$ cat src/rtl/decoder_stream_pkg.sv
// Shared decode definitions for the Ember instruction stream decoder:
// header field positions, flag indices, FSM states and the decoded bundle type.
package ember_decode_pkg;

  localparam int HDR_W     = 32;
  localparam int OPC_LSB   = 20;
  localparam int MODE_LSB  = 16;
  localparam int RSRC_LSB  = 10;
  localparam int RDEST_LSB = 4;

  localparam int FLG_V  = 0;
  localparam int FLG_I  = 1;
  localparam int FLG_SZ = 2;

  typedef enum logic [0:0] {
    IDLE = 1'b0,
    IMM  = 1'b1
  } state_t;

  typedef struct packed {
    logic [11:0] opcode;
    logic [3:0]  mode;
    logic [5:0]  rsrc;
    logic [5:0]  rdest;
    logic [3:0]  flags;
  } hdr_t;

  typedef struct packed {
    hdr_t hdr;
    logic imm_en;
    logic illegal;
  } bundle_t;

  function automatic hdr_t unpack_hdr(input logic [HDR_W-1:0] w);
    hdr_t h;
    h.opcode = w[OPC_LSB +: 12];
    h.mode   = w[MODE_LSB +: 4];
    h.rsrc   = w[RSRC_LSB +: 6];
    h.rdest  = w[RDEST_LSB +: 6];
    h.flags  = w[3:0];
    return h;
  endfunction

  // Size code k selects 2^k immediate words; legal only when that fits the datapath.
  function automatic logic size_legal(input logic [1:0] k, input int max_words);
    int n;
    n = 1 << k;
    return n <= max_words;
  endfunction

endpackage

$ cat src/rtl/decoder_stream_if.sv
// Word-stream input and decoded-bundle output handshake of the Ember decoder.
// The decoder sits on the slave modport; the upstream/downstream side on master.
interface decoder_stream_if #(
  parameter int DATA_W = 64,
  parameter int INST_W = 32,
  parameter int REG_W  = 6
);
  logic [INST_W-1:0] in_word;
  logic              in_valid;
  logic              in_ready;
  logic [11:0]       out_opcode;
  logic [3:0]        out_mode;
  logic [REG_W-1:0]  out_rsrc;
  logic [REG_W-1:0]  out_rdest;
  logic [3:0]        out_flags;
  logic [DATA_W-1:0] out_imm;
  logic              out_imm_en;
  logic              out_illegal;
  logic              out_valid;
  logic              out_ready;

  modport master (
    output in_word, in_valid, out_ready,
    input  in_ready, out_opcode, out_mode, out_rsrc, out_rdest, out_flags,
           out_imm, out_imm_en, out_illegal, out_valid
  );

  modport slave (
    input  in_word, in_valid, out_ready,
    output in_ready, out_opcode, out_mode, out_rsrc, out_rdest, out_flags,
           out_imm, out_imm_en, out_illegal, out_valid
  );
endinterface

$ cat src/rtl/decoder_stream_imm_assembler.sv
// Immediate assembler: down-counts remaining words, writes each word at its
// offset (first word in the LSBs) and extends the result above 2^k words.
module imm_assembler
  import ember_decode_pkg::*;
#(
  parameter int DATA_W        = 64,
  parameter int INST_W        = 32,
  parameter int MAX_IMM_WORDS = 2,
  parameter int SIGN_EXT      = 0
) (
  input  logic              clk,
  input  logic              rst,
  input  logic              i_clear,
  input  logic              i_start,
  input  logic [1:0]        i_size,
  input  logic              i_word_we,
  input  logic [INST_W-1:0] i_word,
  output logic              o_last,
  output logic [DATA_W-1:0] o_imm
);
  localparam int CNT_W = (MAX_IMM_WORDS > 1) ? $clog2(MAX_IMM_WORDS) : 1;

  logic [CNT_W-1:0]  r_cnt;
  logic [CNT_W-1:0]  r_idx;
  logic [1:0]        r_size;
  logic [DATA_W-1:0] r_acc;
  logic [DATA_W-1:0] w_acc_next;
  logic              w_sign;
  int                w_nwords;

  assign o_last = (r_cnt == '0);

  always_comb begin
    w_acc_next = r_acc;
    w_acc_next[int'(r_idx)*INST_W +: INST_W] = i_word;
  end

  // Extension works in whole words since the received length is always 2^k words.
  always_comb begin
    w_nwords = 1 << r_size;
    w_sign   = w_acc_next[w_nwords*INST_W-1];
    o_imm    = w_acc_next;
    for (int j = 0; j < MAX_IMM_WORDS; j++) begin
      if (j >= w_nwords) begin
        o_imm[j*INST_W +: INST_W] = (SIGN_EXT != 0) ? {INST_W{w_sign}} : '0;
      end
    end
  end

  always_ff @(posedge clk) begin
    if (rst) begin
      r_cnt  <= '0;
      r_idx  <= '0;
      r_size <= '0;
      r_acc  <= '0;
    end else if (i_clear) begin
      r_cnt <= '0;
      r_idx <= '0;
      r_acc <= '0;
    end else if (i_start) begin
      r_cnt  <= CNT_W'((32'd1 << i_size) - 32'd1);
      r_idx  <= '0;
      r_size <= i_size;
      r_acc  <= '0;
    end else if (i_word_we) begin
      r_acc <= w_acc_next;
      if (!o_last) begin
        r_cnt <= r_cnt - 1'b1;
        r_idx <= r_idx + 1'b1;
      end
    end
  end
endmodule

$ cat src/rtl/decoder_stream.sv
// Ember instruction decoder: header/immediate word stream in, one registered
// decoded bundle out.  state | meaning:  IDLE | next word is a header,
// IMM | collecting immediate words for the latched header.
module decoder_stream
  import ember_decode_pkg::*;
#(
  parameter int DATA_W        = 64,
  parameter int INST_W        = 32,
  parameter int REG_W         = 6,
  parameter int MAX_IMM_WORDS = 2,
  parameter int SIGN_EXT      = 0
) (
  input logic             clk,
  input logic             rst,
  input logic             flush,
  decoder_stream_if.slave bus
);
  state_t            r_state;
  hdr_t              r_hdr;
  bundle_t           r_out;
  logic [DATA_W-1:0] r_out_imm;
  logic              r_out_valid;

  hdr_t              w_word_hdr;
  logic [1:0]        w_size;
  logic              w_in_ready;
  logic              w_accept;
  logic              w_hdr_accept;
  logic              w_imm_accept;
  logic              w_imm_start;
  logic              w_imm_last;
  logic [DATA_W-1:0] w_imm;

  assign w_word_hdr   = unpack_hdr(bus.in_word[HDR_W-1:0]);
  assign w_size       = w_word_hdr.flags[FLG_SZ +: 2];
  assign w_in_ready   = !flush && (!r_out_valid || bus.out_ready);
  assign w_accept     = bus.in_valid && w_in_ready;
  assign w_hdr_accept = w_accept && (r_state == IDLE);
  assign w_imm_accept = w_accept && (r_state == IMM);
  assign w_imm_start  = w_hdr_accept && w_word_hdr.flags[FLG_I] &&
                        size_legal(w_size, MAX_IMM_WORDS);

  imm_assembler #(
    .DATA_W       (DATA_W),
    .INST_W       (INST_W),
    .MAX_IMM_WORDS(MAX_IMM_WORDS),
    .SIGN_EXT     (SIGN_EXT)
  ) u_imm (
    .clk      (clk),
    .rst      (rst),
    .i_clear  (flush),
    .i_start  (w_imm_start),
    .i_size   (w_size),
    .i_word_we(w_imm_accept),
    .i_word   (bus.in_word),
    .o_last   (w_imm_last),
    .o_imm    (w_imm)
  );

  // A completion in the same cycle as a pop overrides the clear of out_valid.
  always_ff @(posedge clk) begin
    if (rst) begin
      r_state     <= IDLE;
      r_hdr       <= '0;
      r_out       <= '0;
      r_out_imm   <= '0;
      r_out_valid <= 1'b0;
    end else if (flush) begin
      r_state     <= IDLE;
      r_out_valid <= 1'b0;
    end else begin
      if (r_out_valid && bus.out_ready) r_out_valid <= 1'b0;
      if (w_hdr_accept) begin
        r_hdr <= w_word_hdr;
        if (!w_word_hdr.flags[FLG_I]) begin
          if (w_word_hdr.flags[FLG_V]) begin
            r_out       <= '{hdr: w_word_hdr, imm_en: 1'b0, illegal: 1'b0};
            r_out_imm   <= '0;
            r_out_valid <= 1'b1;
          end
        end else if (!w_imm_start) begin
          r_out       <= '{hdr: w_word_hdr, imm_en: 1'b0, illegal: 1'b1};
          r_out_imm   <= '0;
          r_out_valid <= 1'b1;
        end else begin
          r_state <= IMM;
        end
      end
      if (w_imm_accept && w_imm_last) begin
        r_state <= IDLE;
        if (r_hdr.flags[FLG_V]) begin
          r_out       <= '{hdr: r_hdr, imm_en: 1'b1, illegal: 1'b0};
          r_out_imm   <= w_imm;
          r_out_valid <= 1'b1;
        end
      end
    end
  end

  assign bus.in_ready    = w_in_ready;
  assign bus.out_opcode  = r_out.hdr.opcode;
  assign bus.out_mode    = r_out.hdr.mode;
  assign bus.out_rsrc    = REG_W'(r_out.hdr.rsrc);
  assign bus.out_rdest   = REG_W'(r_out.hdr.rdest);
  assign bus.out_flags   = r_out.hdr.flags;
  assign bus.out_imm     = r_out_imm;
  assign bus.out_imm_en  = r_out.imm_en;
  assign bus.out_illegal = r_out.illegal;
  assign bus.out_valid   = r_out_valid;
endmodule
$ cat src/flat_wrapper.sv
// flat-port wrapper written by rule: the top's interface ports become plain ports
module decoder_stream_flat import ember_decode_pkg::*;
#(
  parameter int DATA_W        = 64,
  parameter int INST_W        = 32,
  parameter int REG_W         = 6,
  parameter int MAX_IMM_WORDS = 2,
  parameter int SIGN_EXT      = 0
)
  (clk, rst, flush, bus_in_word, bus_in_valid, bus_out_ready, bus_in_ready, bus_out_opcode, bus_out_mode, bus_out_rsrc, bus_out_rdest, bus_out_flags, bus_out_imm, bus_out_imm_en, bus_out_illegal, bus_out_valid);
  decoder_stream_if #(.DATA_W(DATA_W), .INST_W(INST_W), .REG_W(REG_W)) bus_i ();
  input logic clk;
  input logic rst;
  input logic flush;
  input wire logic [$bits(bus_i.in_word)-1:0] bus_in_word;
  input wire logic [$bits(bus_i.in_valid)-1:0] bus_in_valid;
  input wire logic [$bits(bus_i.out_ready)-1:0] bus_out_ready;
  output wire logic [$bits(bus_i.in_ready)-1:0] bus_in_ready;
  output wire logic [$bits(bus_i.out_opcode)-1:0] bus_out_opcode;
  output wire logic [$bits(bus_i.out_mode)-1:0] bus_out_mode;
  output wire logic [$bits(bus_i.out_rsrc)-1:0] bus_out_rsrc;
  output wire logic [$bits(bus_i.out_rdest)-1:0] bus_out_rdest;
  output wire logic [$bits(bus_i.out_flags)-1:0] bus_out_flags;
  output wire logic [$bits(bus_i.out_imm)-1:0] bus_out_imm;
  output wire logic [$bits(bus_i.out_imm_en)-1:0] bus_out_imm_en;
  output wire logic [$bits(bus_i.out_illegal)-1:0] bus_out_illegal;
  output wire logic [$bits(bus_i.out_valid)-1:0] bus_out_valid;
  assign bus_i.in_word = bus_in_word;
  assign bus_i.in_valid = bus_in_valid;
  assign bus_i.out_ready = bus_out_ready;
  assign bus_in_ready = bus_i.in_ready;
  assign bus_out_opcode = bus_i.out_opcode;
  assign bus_out_mode = bus_i.out_mode;
  assign bus_out_rsrc = bus_i.out_rsrc;
  assign bus_out_rdest = bus_i.out_rdest;
  assign bus_out_flags = bus_i.out_flags;
  assign bus_out_imm = bus_i.out_imm;
  assign bus_out_imm_en = bus_i.out_imm_en;
  assign bus_out_illegal = bus_i.out_illegal;
  assign bus_out_valid = bus_i.out_valid;
  decoder_stream #(.DATA_W(DATA_W), .INST_W(INST_W), .REG_W(REG_W), .MAX_IMM_WORDS(MAX_IMM_WORDS), .SIGN_EXT(SIGN_EXT)) u_core (.clk(clk), .rst(rst), .flush(flush), .bus(bus_i));
endmodule
$ cat config.mk
export PLATFORM = sky130hd
export DESIGN_NAME = decoder_stream_flat
export DESIGN_NICKNAME = d
export VERILOG_FILES = /design/src/rtl/decoder_stream_pkg.sv /design/src/rtl/decoder_stream_if.sv /design/src/rtl/decoder_stream_imm_assembler.sv /design/src/rtl/decoder_stream.sv /design/src/flat_wrapper.sv
export SDC_FILE = /design/constraint.sdc
export NUM_CORES = 1
export LEC_CHECK = 0
export ABC_AREA = 1
export BUFFER_PORTS_ARGS = -buffer_cell sky130_fd_sc_hd__buf_2
export CAP_MARGIN = 15
export CORE_MARGIN = 4
export CORE_UTILIZATION = 30
export CTS_CLUSTER_DIAMETER = 60
export DETAILED_ROUTE_END_ITERATION = 12
export MAX_ROUTING_LAYER = met4
export PLACE_DENSITY_LB_ADDON = 0.15
export SETUP_SLACK_MARGIN = 0.5
export SLEW_MARGIN = 20
export SYNTH_ARGS = -nofsm -noshare
export SYNTH_HDL_FRONTEND = slang
export SYNTH_SLANG_ARGS = --single-unit
$ cat constraint.sdc
create_clock -name clk -period 1.4 [get_ports clk]
set_clock_uncertainty 0.05 [all_clocks]
set_input_delay 0.07 -clock clk [delete_from_list [all_inputs] [get_ports clk]]
set_output_delay 0.07 -clock clk [all_outputs]
set_load 0.03 [all_outputs]
==> results of run 1 <==
## sequential cells by signal, summed over array words and instances (netlist names), 2 cells and up
register,flops
u_core.bus.out_flags,4
u_core.u_imm.r_size,2
u_core.bus.out_opcode,12
u_core.bus.out_rdest,6
u_core.bus.out_mode,4
u_core.u_imm.r_acc,64
u_core.bus.out_imm,64
u_core.r_hdr,32
u_core.bus.out_rsrc,6
## metrics by stage
step,std cells,area (um^2)
floorplan,1362,9230
global placement,1892,10900
detailed placement,1892,10900
CTS,1977,12600
global route,2035,14200
finish,2035,14200
## critical path, stage by stage, from the launching register on
cell,delay [ns]
dfxtp_4,0.35
nand2_4,0.07
nand4_1,0.12
buf_6,0.16
nor2_8,0.11
nand2_4,0.10
buf_12,0.17
buf_4,0.13
o21ai_2,0.09
inv_1,0.06
nand2_1,0.07
nand2_1,0.05
## layout by cell type (no fill, tap or decap), drive strengths merged, types with 2 or more instances in the layout
cell	netlist	routed
or3	18	18
nand3	84	84
dfxtp	200	200
clkinv	0	4
dlygate4sd3	0	33
nor2	147	147
nand2	433	434
o21ai	133	133
o22ai	2	2
clkbuf	61	35
nand4	54	54
inv	73	82
or2	2	2
buf	44	304
o211ai	3	3
a21oi	102	102
mux2i	2	2
## path summary, 6_finish.rpt
check / depth (start not counted) / slack (ns) / to
max reg2reg: 11 / -0.26 / u_core.bus.out_rdest[2]
min: 5 / -0.01 / u_core.bus.out_opcode[11]
max: 11 / -0.26 / u_core.bus.out_rdest[2]
min reg2reg: 2 / 0.39 / u_core.bus.out_imm[10]
## metal layers
metal / wire, um / GRT usage (%)
met2: 17200 / 30.4
met3: 1620 / 2.95
met5: 0 / -
met1: 17700 / 28.0
met4: 803 / 6.12
## Yosys cell counts, drive strengths merged
cell type	number	share of area, %
a21boi	1	0.082
nand2	433	18
dfxtp	200	44
clkbuf	61	2.5
or2	2	0.14
nor2	147	6.3
a21oi	102	5.6
a31oi	1	0.069
nand3	84	4.6
a211oi	1	0.082
o22ai	2	0.14
o211ai	3	0.25
nand4	54	3.7
or3	18	1.2
o21ai	133	7.3
xor2	1	0.096
buf	44	3.0
inv	73	3.0
mux2i	2	0.22
## power by group
part           switching, uW  internal (uW)  total (uW)
clock network           2640           2450        5090
logic                   1060            736        1790
registers               98.9           5820        5920
## cell type report
| type | instances | share of cell area, % |
|---|---|---|
| multi-input cells | 985 | 36.2 |
| flip-flops and latches | 200 | 28.7 |
| repair buffers | 354 | 25.5 |
| well taps | 390 | 3.44 |
| clock buffers | 18 | 3.09 |
| inverters | 73 | 2.03 |
| clock inverters | 14 | 1.04 |
| diodes | 1 | 0.0176 |
## logic make-up after synthesis
group                     after synthesis
AOI/OAI and AO/OA                     243
xor gates and xnor gates                1
muxes                                   2
and+or+nand+nor                       738
DFF                                   200
buffers and inverters                 178
## what timing repair did
item	in CTS	in global routing
hold buffers	33	0
hold endpoints to repair	55	0
cloned	7	27
endpoints found under the setup margin	300	300
pin swaps	27	32
setup buffers	13	30
gates resized for setup	145	317
==> flow_summary.json, run 1 <==
{
  "outcome": "finished, violations left",
  "violations": "negative hold slack, negative setup slack",
  "rsz0062_at_grt": "true",
  "synth_top_family_by_area": "simple AND/OR/NAND/NOR gates",
  "drive_gt1_share_pct": 34.4,
  "ys_ff_latch": 200,
  "drt-pass1-iter-count": 7,
  "die_x_um": 182,
  "clkSlewWorstSetupHoldPaths_ns": 0.08,
  "hpwl_mm": 22.2,
  "fp-row-count": 63,
  "grt_usage_pct": 20.1,
  "maxCapViolations": 0,
  "root_buffer": "clkbuf_16",
  "area_delta_synth_final_pct": 55.5,
  "fin_crit_ns": 1.66,
  "num_vias": 10187,
  "grt_max_degree": 60,
  "fin_util_pct": 47.7,
  "ir_drop_mv": 0.713,
  "slew_headroom_pct": 58.8,
  "initialDrtViolationCount": 589,
  "synthSimpleGateAreaFrac_pct": 33.9,
  "finalWorstSetupSlack_ns": -0.261,
  "syn_inst": 1362,
  "synth_cell_types": 28,
  "worstSetupStartpoint": "u_core.bus.out_valid",
  "overflow": 0,
  "die_h_um": 182,
  "ys_seq_area_share_pct": 43.9,
  "tritoncts": "yes",
  "worstReg2RegStart": "u_core.bus.out_valid",
  "total_power_uw": 12800,
  "antenna_found_initial": 1,
  "critPathLaunchType": "register",
  "timing.fmax_ghz": 0.602,
  "grt_pass1_vias": 8982,
  "period_share_pct": 119,
  "regArea_um2": 4070,
  "post-place-ws_ns": -0.323,
  "powerDensity_nw_per_um2": 902,
  "holdWs_ns": -0.0134,
  "viasPerCell": 5.01,
  "initial_core_util_pct": 30.6,
  "end_kind": "register",
  "ctsHtreeMaxLevel": 4,
  "pin_count": 137,
  "core_area_um2": 29800,
  "wl_per_cell_um": 18.3,
  "drc_errors": 0,
  "arrival_ns": 1.95,
  "io_buffers": 136,
  "min_path_type": "in2reg",
  "yosys_warnings": 0,
  "synthXorXnorAreaFrac_pct": 0.0959,
  "crit_required_ns": 1.69,
  "gp_congestion": 0.805,
  "fp.dieArea_um2": 33300,
  "synth_nets": 1399,
  "p_leak_uw": 0.00680,
  "cts.sinks": 200,
  "critPathKind": "reg2reg",
  "syn_area_um2": 9130,
  "syn-mean-instance-area_um2": 6.70,
  "clkLatencyLatePin_ns": 0.44,
  "wirelength_mm": 37.3,
  "fin_tns_setup_ns": -31.68,
  "fillerInstances": 2993,
  "multi_input_area_um2": 5130,
  "clock_path_buffers": 2,
  "setup_viol": 190,
  "hold_viol_final": 2,
  "path_max_fanout": 16,
  "grt_pass1_wl_mm": 51.8,
  "final_nets": 1668,
  "cts_buffers": 17,
  "min_from": "bus_in_word[31]",
  "synth.mux.area_fraction_pct": 0.219,
  "tightest_slew_ns": 0.618,
  "synth_compound_area_share_pct": 13.5,
  "synth_fa_ha_area_share_pct": 0,
  "final_antenna_net_count": 0,
  "maxSlewViolCount": 0
}
Note: power is estimated with default switching activity, not from simulation.
==> run 2: changes to the inputs <==
--- a/config.mk
+++ b/config.mk
@@ -14,6 +14,7 @@
 export DETAILED_ROUTE_END_ITERATION = 12
 export MAX_ROUTING_LAYER = met4
 export PLACE_DENSITY_LB_ADDON = 0.15
+export REMOVE_ABC_BUFFERS = 1
 export SETUP_SLACK_MARGIN = 0.5
 export SLEW_MARGIN = 20
 export SYNTH_ARGS = -nofsm -noshare
==> run 2 against run 1 <==
Fmax shrank 3.8%. Via count grew 0.80%. Critical path type unchanged. Largest power group unchanged. Clock-buffer cell count is the same. The flow finishes with violations (negative setup slack).
==> flow_summary.json, run 2 (same netlist as run 1, synthesis figures left out) <==
{
  "layout_commonest_cell": "nand2_1",
  "io_buffers": 136,
  "clkSlewWorstSetupHoldPaths_ns": 0.08,
  "place_area_um2": 10800,
  "core_area_um2": 29800,
  "setup_viol": 200,
  "final_cell_mix": "nand2_1 (404), dfxtp_1 (194), buf_2 (131), nor2_1 (109), o21ai_0 (87)",
  "critPathLaunchType": "register",
  "pin_count": 137,
  "grt_pass1_wl_mm": 53.4,
  "drc_errors": 0,
  "violations": "negative setup slack",
  "drt-pass1-iter-count": 5,
  "viasPerCell": 5.09,
  "min_path_type": "in2reg",
  "timing.fmax_ghz": 0.579,
  "cts_buffers": 17,
  "final_antenna_net_count": 0,
  "period_share_pct": 123,
  "hold_viol_final": 0,
  "tritoncts": "yes",
  "root_buffer": "clkbuf_16",
  "initialDrtViolationCount": 819,
  "num_vias": 10269,
  "cpPeakStageDelay_ns": 0.33,
  "diodes": 0,
  "ir_drop_mv": 0.864,
  "wirelength_mm": 38.0,
  "slowest_stage": "dfxtp_2",
  "highest_layer": "met4",
  "initial_core_util_pct": 30.6,
  "rsz0062_at_grt": "true",
  "powerDensity_nw_per_um2": 928,
  "area_delta_synth_final_pct": 55.0,
  "critPathKind": "reg2reg",
  "fin_util_pct": 47.5,
  "clkLatencyLatePin_ns": 0.44,
  "drive_gt1_share_pct": 33.1,
  "cts.sinks": 200,
  "grt_pass1_vias": 9212,
  "arrival_ns": 2.01,
  "die_x_um": 182,
  "fp.dieArea_um2": 33300,
  "antenna_found_initial": 0,
  "hpwl_mm": 20.4,
  "end_kind": "register",
  "wl_met3_mm": 1.97,
  "maxSlewViolCount": 0,
  "crit_required_ns": 1.68,
  "p_leak_uw": 0.00637,
  "tightest_slew_ns": 0.678,
  "fillerInstances": 2967,
  "wl_per_cell_um": 18.9,
  "ctsHtreeMaxLevel": 4,
  "grt_max_degree": 58,
  "overflow": 0,
  "fin_crit_ns": 1.73,
  "final_area_um2": 14100,
  "clock_path_buffers": 2,
  "final_nets": 1650,
  "die_h_um": 182,
  "maxCapViolations": 0,
  "fp-row-count": 63,
  "slew_headroom_pct": 54.8,
  "wl_met2_mm": 17.9,
  "path_max_fanout": 6,
  "finalWorstSetupSlack_ns": -0.327,
  "cp_cell_sequence": "nand2_2 > buf_6 > nand3_4 > nor2_4 > buf_6 > nand3_4 > nand2_8 > buf_12 > buf_12 > buf_16 > nor2_4",
  "outcome": "finished, violations left",
  "wl_met1_mm": 17.5,
  "post-place-ws_ns": -0.399,
  "grt_usage_pct": 20.9,
  "gp_congestion": 0.784
}
## run 2: area by class of cell
class	instances	area [um^2]	area share, %
Timing Repair Buffer	337	3500	24.7
Sequential cell	200	4020	28.4
Tap cell	390	488	3.45
Multi-Input combinational cell	984	5250	37.1
Inverter	73	300	2.12
Clock inverter	14	163	1.15
Clock buffer	18	429	3.03
## run 2: path summary, 6_finish.rpt
check	startpoint	to	slack, ns	cells past startpoint
setup / recovery	u_core.bus.out_valid	u_core.u_imm.r_acc[32]	-0.33	11
hold / removal	bus_in_word[23]	u_core.bus.out_opcode[3]	0.02	5
setup reg to reg	u_core.bus.out_valid	u_core.u_imm.r_acc[32]	-0.33	11
hold reg to reg	u_core.bus.out_imm[20]	u_core.bus.out_imm[20]	0.39	2
## run 2: what timing repair did
action,CTS,global route
hold endpoints to repair,69,0
setup endpoints to repair,300,300
hold buffers,32,0
buffers inserted,24,18
gates cloned,17,16
pin swaps,17,62
gates resized for setup,96,244
## run 2: power breakdown
part | switching (uW) | leakage (uW) | internal, uW
logic | 1150 | 0.00445 | 831
clock network | 2530 | 0.000293 | 2700
registers | 107 | 0.00163 | 5820
## run 2: critical path: cells and delay by family, from the launching register on
family / cells / cell delay, ns
flops: 1 / 0.33
simple gates: 6 / 0.61
buf+inv: 5 / 0.62
## run 2: metrics by stage
| step | total power (uW) | instances | hold slack, ns | TNS, ns |
|---|---|---|---|---|
| after floorplan | 6710 | 1257 | 0.0891 | -612.14 |
| after global placement | 7350 | 1877 | 0.308 | -39.41 |
| after global routing | 13600 | 2016 | 0.0274 | -61.64 |
| final | 13100 | 2016 | 0.0202 | -48.03 |
| after CTS | 12800 | 1982 | -0.00354 | -36.46 |
| after detailed placement | 7370 | 1877 | 0.314 | -46.83 |
## run 2: layer usage
metal  track usage [%]  up-vias
li1                  -     4959
met1              28.6     4954
met2              32.8      319
met3              3.01       37
met4              5.19        0
met5                 -        -
